<file path="src/rtl/alu_pkg.sv">
`default_nettype none
// ============================================================================
// alu_pkg : shared ALU widths, opcode codes and sequencer state encodings
// Revision: 1.0 - initial release
// ============================================================================
package alu_pkg;

  localparam int DATA_WIDTH = 8;

  localparam logic [1:0] OP_ADD  = 2'b00;
  localparam logic [1:0] OP_SUB  = 2'b01;
  localparam logic [1:0] OP_PAR  = 2'b10;
  localparam logic [1:0] OP_COMP = 2'b11;

  typedef enum logic [2:0] {
    S_IDLE      = 3'd0,
    S_BEAT_A    = 3'd1,
    S_BEAT_B    = 3'd2,
    S_WAIT_DONE = 3'd3,
    S_RESP      = 3'd4
  } state_e;

endpackage
`default_nettype wire

</file>
<file path="src/rtl/alu_seq_timer.sv">
`default_nettype none
// ============================================================================
// alu_seq_timer : 4-bit WAIT_DONE cycle counter with expiry flag vs TIMEOUT
// Revision: 1.0 - initial release
// ============================================================================
module alu_seq_timer #(
  parameter int TIMEOUT = 8
) (
  input  logic clk,
  input  logic reset_n,
  input  logic clear_i,
  input  logic enable_i,
  output logic expired_o
);

  localparam logic [3:0] TIMER_LIMIT = 4'(TIMEOUT);

  if (TIMEOUT < 2 || TIMEOUT > 15) begin : g_bad_timeout
    $error("alu_seq_timer: TIMEOUT must be in 2..15");
  end

  logic [3:0] count_q;
  logic [3:0] count_d;

  // Clear loads 1 so the first waiting cycle is already counted.
  always_comb begin
    count_d = count_q;
    if (clear_i) begin
      count_d = 4'd1;
    end else if (enable_i && (count_q != TIMER_LIMIT)) begin
      count_d = count_q + 4'd1;
    end
  end

  always_ff @(posedge clk or negedge reset_n) begin
    if (!reset_n) begin
      count_q <= 4'd0;
    end else begin
      count_q <= count_d;
    end
  end

  assign expired_o = enable_i && (count_q == TIMER_LIMIT);

endmodule
`default_nettype wire

</file>
<file path="src/rtl/alu_seq.sv">
`default_nettype none
// ============================================================================
// alu_seq : command sequencer serialising operands and opcode into a 2-beat ALU
// Revision: 1.0 - initial release
// ============================================================================
module alu_seq
  import alu_pkg::*;
#(
  parameter int DATA_WIDTH = alu_pkg::DATA_WIDTH,
  parameter int TIMEOUT    = 8
) (
  input  logic                  clk,
  input  logic                  reset_n,
  input  logic                  cmd_valid,
  output logic                  cmd_ready,
  input  logic [1:0]            cmd_opcode,
  input  logic [DATA_WIDTH-1:0] cmd_data_a,
  input  logic [DATA_WIDTH-1:0] cmd_data_b,
  output logic                  opcode_valid,
  output logic                  opcode,
  output logic [DATA_WIDTH-1:0] data,
  input  logic                  done,
  input  logic [DATA_WIDTH-1:0] result,
  input  logic                  overflow,
  output logic                  rsp_valid,
  input  logic                  rsp_ready,
  output logic [DATA_WIDTH-1:0] rsp_result,
  output logic                  rsp_overflow,
  output logic                  rsp_timeout
);

  state_e                state_q;
  logic                  op_hi_q;
  logic [DATA_WIDTH-1:0] data_b_q;
  logic                  opcode_valid_q;
  logic                  opcode_q;
  logic [DATA_WIDTH-1:0] data_q;
  logic                  rsp_valid_q;
  logic [DATA_WIDTH-1:0] rsp_result_q;
  logic                  rsp_overflow_q;
  logic                  rsp_timeout_q;
  logic                  w_timer_expired;

  alu_seq_timer #(
    .TIMEOUT (TIMEOUT)
  ) u_timer (
    .clk       (clk),
    .reset_n   (reset_n),
    .clear_i   (state_q == S_BEAT_B),
    .enable_i  (state_q == S_WAIT_DONE),
    .expired_o (w_timer_expired)
  );

  // Beat outputs are loaded on the edge that enters each beat state, so they
  // line up with the state without any combinational path to the ALU.
  always_ff @(posedge clk or negedge reset_n) begin
    if (!reset_n) begin
      state_q        <= S_IDLE;
      op_hi_q        <= 1'b0;
      data_b_q       <= '0;
      opcode_valid_q <= 1'b0;
      opcode_q       <= 1'b0;
      data_q         <= '0;
      rsp_valid_q    <= 1'b0;
      rsp_result_q   <= '0;
      rsp_overflow_q <= 1'b0;
      rsp_timeout_q  <= 1'b0;
    end else begin
      case (state_q)
        S_IDLE: begin
          if (cmd_valid) begin
            op_hi_q        <= cmd_opcode[1];
            data_b_q       <= cmd_data_b;
            opcode_valid_q <= 1'b1;
            opcode_q       <= cmd_opcode[0];
            data_q         <= cmd_data_a;
            state_q        <= S_BEAT_A;
          end
        end
        S_BEAT_A: begin
          opcode_q <= op_hi_q;
          data_q   <= data_b_q;
          state_q  <= S_BEAT_B;
        end
        S_BEAT_B: begin
          opcode_valid_q <= 1'b0;
          opcode_q       <= 1'b0;
          data_q         <= '0;
          state_q        <= S_WAIT_DONE;
        end
        S_WAIT_DONE: begin
          // done wins over expiry on the final cycle.
          if (done) begin
            rsp_valid_q    <= 1'b1;
            rsp_result_q   <= result;
            rsp_overflow_q <= overflow;
            rsp_timeout_q  <= 1'b0;
            state_q        <= S_RESP;
          end else if (w_timer_expired) begin
            rsp_valid_q    <= 1'b1;
            rsp_result_q   <= '0;
            rsp_overflow_q <= 1'b0;
            rsp_timeout_q  <= 1'b1;
            state_q        <= S_RESP;
          end
        end
        S_RESP: begin
          if (rsp_ready) begin
            rsp_valid_q <= 1'b0;
            state_q     <= S_IDLE;
          end
        end
        default: begin
          opcode_valid_q <= 1'b0;
          opcode_q       <= 1'b0;
          data_q         <= '0;
          rsp_valid_q    <= 1'b0;
          state_q        <= S_IDLE;
        end
      endcase
    end
  end

  assign cmd_ready    = (state_q == S_IDLE);
  assign opcode_valid = opcode_valid_q;
  assign opcode       = opcode_q;
  assign data         = data_q;
  assign rsp_valid    = rsp_valid_q;
  assign rsp_result   = rsp_result_q;
  assign rsp_overflow = rsp_overflow_q;
  assign rsp_timeout  = rsp_timeout_q;

endmodule
`default_nettype wire

</file>
<file path="config.mk">
export PLATFORM = sky130hd
export DESIGN_NAME = alu_seq
export DESIGN_NICKNAME = d
export VERILOG_FILES = /design/src/rtl/alu_pkg.sv /design/src/rtl/alu_seq_timer.sv /design/src/rtl/alu_seq.sv
export SDC_FILE = /design/constraint.sdc
export NUM_CORES = 1
export LEC_CHECK = 0
export BUFFER_PORTS_ARGS = -buffer_cell sky130_fd_sc_hd__buf_4
export CAP_MARGIN = 5
export CORE_MARGIN = 2
export CORE_UTILIZATION = 45
export CTS_CLUSTER_DIAMETER = 150
export DETAILED_ROUTE_END_ITERATION = 10
export HOLD_SLACK_MARGIN = 0.02
export PLACE_DENSITY = 0.75
export SKIP_LAST_GASP = 1
export SYNTH_ARGS = -nofsm -noshare
export SYNTH_HDL_FRONTEND = slang
export SYNTH_SLANG_ARGS = --single-unit
</file>
<file path="constraint.sdc">
create_clock -name clk -period 1.36 [get_ports clk]
set_input_delay 0.136 -clock clk [delete_from_list [all_inputs] [get_ports clk]]
set_output_delay 0.136 -clock clk [all_outputs]
set_load 0.05 [all_outputs]
</file>
=== Word-level counts from Yosys, hierarchy flattened ===
Index checks and enable logic that the tools add are counted.

* Bits in registers: 37
* Bits of input ports: 32
* Output and inout bits: 22
* Logic and storage cells: 60

* $add $sub $neg: 1
* Eq/ne operators: 9
* Muxes and demuxes: 22
* Bitwise operators: 3
* Reduce and logical (&&, ||, !) cells: 14

{| class="wikitable"
|+ Operators by type and width
! cell !! count
|-
| 8-bit two-way mux || 3
|-
| 8-bit case mux with 3 select lines || 1
|-
| 3-bit case mux with 5 select lines || 1
|-
| 3-bit two-way mux || 4
|-
| 1-bit two-way mux || 8
|-
| 4-bit two-way mux || 2
|-
| 2-bit AND reduction || 4
|-
| 3-bit by 2-bit == test with 1-bit output, second input constant || 2
|-
| 1-bit case mux with 3 select lines || 2
|-
| 3-bit AND reduction || 2
|-
| 3-bit OR reduction || 2
|-
| 4-bit by 1-bit adder with 4-bit output, second input constant || 1
|-
| 4-bit == test, second input constant || 1
|-
| 2-bit != test, second input constant || 2
|-
| 4-bit != test, second input constant || 1
|-
| 2-bit nonzero test || 2
|-
| 3-bit by 1-bit == test with 1-bit output, second input constant || 1
|-
| 3-bit == test, second input constant || 1
|-
| 3-bit zero test || 1
|-
| 3-bit != test, second input constant || 1
|-
| 1-bit inverter || 3
|-
| 1-bit logical AND || 2
|-
| 1-bit case mux with 2 select lines || 1
|-
| 2-bit OR reduction || 1
|}

=== Depth between registers and ports, before layout ===
* Word-level depth: 5
* Gate-level depth with buffers: 6
* Gate-level depth less buffers: 5

=== By module ===
From an unflattened synthesis, not the netlist that was laid out.

* Cells, all modules: 135
* Area, all modules: 1701.6 µm²

{| class="wikitable"
|+ By module, submodules not included
! module !! instances !! cells an instance !! area an instance (µm²) !! sequential area each (µm²)
|-
| alu_seq || 1 || 111 || 1466.4 || 825.8
|-
| alu_seq_timer || 1 || 24 || 235.2 || 100.1
|}

=== Worst setup path before layout ===
OpenSTA, ideal clock, no wires.

* Path type: reg-to-output
* Start: reg state_q[1]
* End: out cmd_ready
* Arrival time: 1809 ps
* Required time: 1224 ps
* Slack: -585 ps
* Stages on the path, launching flop included: 4
* Buffers on the path: 2
* Cell sequence: dfrtp_1 -> buf_4 -> clkbuf_1 -> nor3_1

* Word-level cells in the longest chain between the ends: 1

{| class="wikitable"
|+ RTL lines
! element !! line !! text
|-
| from (decl) || alu_seq.sv:32 || <nowiki>state_e state_q;</nowiki>
|-
| from (signal assigned) || alu_seq.sv:58 || <nowiki>state_q <= S_IDLE;</nowiki>
|-
| from (signal assigned) || alu_seq.sv:77 || <nowiki>state_q <= S_BEAT_A;</nowiki>
|-
| from (signal assigned) || alu_seq.sv:83 || <nowiki>state_q <= S_BEAT_B;</nowiki>
|-
| 3-bit zero test || alu_seq.sv:124 || <nowiki>assign cmd_ready = (state_q == S_IDLE);</nowiki>
|-
| to (decl) || alu_seq.sv:15 || <nowiki>output logic cmd_ready,</nowiki>
|}

Every way passes these cells.

=== Final worst setup path ===
* Start: reg state_q[0]
* End: reg data_b_q[7]

* Word-level cells in the longest chain between the ends: 2

{| class="wikitable"
|+ RTL lines
! element !! line !! text
|-
| 3-bit zero test || alu_seq.sv:69 || <nowiki>case (state_q)</nowiki>
|-
| 2-bit AND reduction (no line) || n/a ||
|-
| to (signal assigned) || alu_seq.sv:73 || <nowiki>data_b_q <= cmd_data_b;</nowiki>
|-
| to (decl) || alu_seq.sv:34 || <nowiki>logic [DATA_WIDTH-1:0] data_b_q;</nowiki>
|}

Every way passes these cells.
A chain may end at the register's enable or synchronous reset.

==> impl_results.md <==
* Fraction of the yosys area taken by sequential cells at 54.1%
* Maximum number of pins on one net before global-route repair at 38
* Final weighted congestion in routability-driven placement at 0.757
* Post-synthesis cell area at 1710 µm²
* Count of inserted antenna diode cells at 0
* Via count of the routed design at 1,390
* IO Pins at 54
* Required time of the worst setup path at 1530 ps
* Number of distinct library cell variants in the gate-level netlist after synthesis at 31
* Portion of the clock cycle consumed by the worst path in the final layout at 104%
* Placement-stage worst setup slack at -36.0 ps
* Buffers added on ports at 53
* Kind of start point of the critical path: flop
* Sinks on Clock Net at 37
* Vias per std cell at 5.23
* Leakage Power at 1.30 nW
* Initial antenna violation count at 0
* Synthesis warning total at 0
* Number of enable flip-flop cells after synthesis at 0
* Skew final at 6.97 ps
* Overall routed net length at 4240 µm
* Failing checks: negative setup slack
* Post-layout power at 6.82 mW
* First-pass GRT wire length at 6650 µm
* Cell area power density at 2640 nW/µm²
* Register clock-pin slew on the reported worst setup and hold paths at 70 ps
* Status: complete, but fails checks
* Normalized max-slew margin at 68.9%
* Inserted Clock Buffers at 5
* Total track usage at 20.6%
* Arrival time of the worst setup path at 1590 ps
* Die area at 4310 µm²
* Number of search-and-repair iterations in the first detailed-routing pass at 4
* Largest cells by area after synthesis: sky130_fd_sc_hd__dfrtp_1 54%, sky130_fd_sc_hd__mux2_2 12%, sky130_fd_sc_hd__mux2i_1 5.3%
* Minimum setup slack in the final design at -59.6 ps
* Achievable Freq at 704 MHz
* CTS tree: done
* Syn_area_per_cell at 12.4 µm²
* Share of synthesized registers carrying an async set or reset at 100%
* Slew @ Worst Pin at 467 ps
* Initial detailed-routing violation count at 107
* Maximum root-to-sink buffer count at 2
* Die X-Extent at 65.7 µm
* Global route total overflow at 0
* Worst hold path class: in2reg
* Area inside the core boundary at 3660 µm²
* Number of standard cells after synthesis at 138
* Worst-skew pair later-pin latency at 290 ps
* Post-Synthesis Net Count at 172
* Setup repair after global routing missed its margin: true
* Share of layout cells above drive strength 1 at 54.6%
* Number of rows in the core area at 22
* Post-synth top area share at 54.1%
* Peak ir drop on the vdd network at 1510 µV
* Utilization after layout at 70.7%
* CTS Root Buffer Type: sky130_fd_sc_hd__clkbuf_8
* Largest fanout of any net on the critical path at 5
* Via count of the first global-routing pass at 1,452
* Routed len/inst at 16.0 µm
* Half-perimeter wire length of the detailed placement result at 2910 µm
* Vert. Die Dim at 65.7 µm
* Max-cap violations at 0
* Commonest cells after routing, fill and taps aside: 69 x sky130_fd_sc_hd__buf_4, 36 x sky130_fd_sc_hd__dfrtp_1, 18 x sky130_fd_sc_hd__mux2_4
* Net count of the finished layout at 252
* Drt drc at 0
* Most common library cell in the layout ignoring fill and taps: sky130_fd_sc_hd__buf_4
* Post-synthesis cell type with the largest combined area: sky130_fd_sc_hd__dfrtp_1
* Final slew viol count at 0
* Finish-stage setup viols at 19
* Syn-to-layout area delta at 51.2%
* Flip-flop and latch count after synthesis at 37
* Initial Util at 46.8%
* Crit path kind: reg2reg
* Final number of hold-violating endpoints at 0
* Post-layout minimum cycle time at 1420 ps
* Commonest register cell after synthesis: sky130_fd_sc_hd__dfrtp_1
* Critical Path Sink Type: flop
* Number of nets with antenna violations after routing at 0
* Number of H-tree branching levels at 2
[per-stage QoR]
step	setup TNS [ps]	hold WS, ps	cell area (µm²)	instances
final	-777	70.6	2590	266
after floorplan	-1330	-160	1750	138
after detailed placement	-264	123	2280	249
after CTS	-381	68.4	2490	261
after global routing	-1750	68.4	2590	266
after global placement	-108	115	2280	249
[cells by family (layout without fill, tap and decap cells)]
group | after synthesis | count (layout) | share of synthesized area (%)
adders and majority gates | 2 | 2 | 1.46
muxes | 27 | 27 | 17.1
DFF | 37 | 37 | 54.1
and+or+nand+nor | 37 | 37 | 13.5
buffers and inverters | 13 | 93 | 3.73
AOI/OAI and AO/OA | 22 | 22 | 10.1
[layer usage]
metal,vias to the layer above,GRT usage (%),wire length [µm]
met4,0,6.51,55
li1,660,-,-
met5,-,0,0
met1,681,26.6,1800
met3,7,4.28,210
met2,42,34.7,2180
[Yosys cell counts (2+ instances only)]
library cell,count
sky130_fd_sc_hd__nand2b_4,2
sky130_fd_sc_hd__nand3_1,4
sky130_fd_sc_hd__nor2_1,3
sky130_fd_sc_hd__mux2i_1,9
sky130_fd_sc_hd__nand2_1,4
sky130_fd_sc_hd__nor2b_1,2
sky130_fd_sc_hd__dfrtp_1,37
sky130_fd_sc_hd__nand4_1,3
sky130_fd_sc_hd__nor3_1,11
sky130_fd_sc_hd__buf_4,3
sky130_fd_sc_hd__inv_1,4
sky130_fd_sc_hd__and2_1,2
sky130_fd_sc_hd__a22o_1,9
sky130_fd_sc_hd__buf_2,3
sky130_fd_sc_hd__a211oi_1,2
sky130_fd_sc_hd__a21oi_1,2
sky130_fd_sc_hd__o21ai_0,4
sky130_fd_sc_hd__clkbuf_1,3
sky130_fd_sc_hd__mux2_2,18
sky130_fd_sc_hd__ha_1,2
[layout make-up]
type                       count  area [µm²]
clock buffer                   7        86.3
timing repair buffer          82         672
tap                           48        60.1
fill                         267        1070
sequential                    37         927
multi-input combinational     88         828
inverter                       4        15.0
[sequential cells by signal (all words and copies together), names as in the netlist, 3 cells and up]
signal,flops
data,8
state_q,3
data_b_q,8
rsp_result,8
u_timer.count_q,4
[path summary, 6_finish.rpt]
kind	from	end	slack [ps]	cells past startpoint
worst max register to register	state_q[0]	data_b_q[7]	-60	4
min in group asynchronous	reset_n	data_b_q[1]	340	2
worst min-delay path	result[2]	rsp_result[2]	70	2
max in group asynchronous	reset_n	state_q[0]	660	2
worst max-delay path	state_q[0]	data_b_q[7]	-60	4
worst min register to register	rsp_result[0]	rsp_result[0]	500	1
[report_power, final]
| part | switching (mW) | internal, mW |
|---|---|---|
| logic | 2.14 | 2.00 |
| clock network | 0.365 | 0.402 |
| registers | 0.328 | 1.58 |
| total | 2.84 | 3.99 |
[critical path, cell delays in order, from the launching register on]
cell                      delay (ps)
sky130_fd_sc_hd__dfrtp_2         440
sky130_fd_sc_hd__buf_6           150
sky130_fd_sc_hd__nor3_4          240
sky130_fd_sc_hd__buf_6           170
sky130_fd_sc_hd__mux2_4          300
[what timing repair did]
| item | in CTS | in global routing |
|---|---|---|
| hold buffers | 1 | 0 |
| cloned | 1 | 0 |
| resized for setup | 23 | 17 |
| setup endpoints to repair | 28 | 33 |
| buffers inserted | 3 | 5 |
| hold endpoints to repair | 37 | 0 |
| pin swaps | 2 | 2 |
Note: power is estimated with default switching activity, not from simulation.
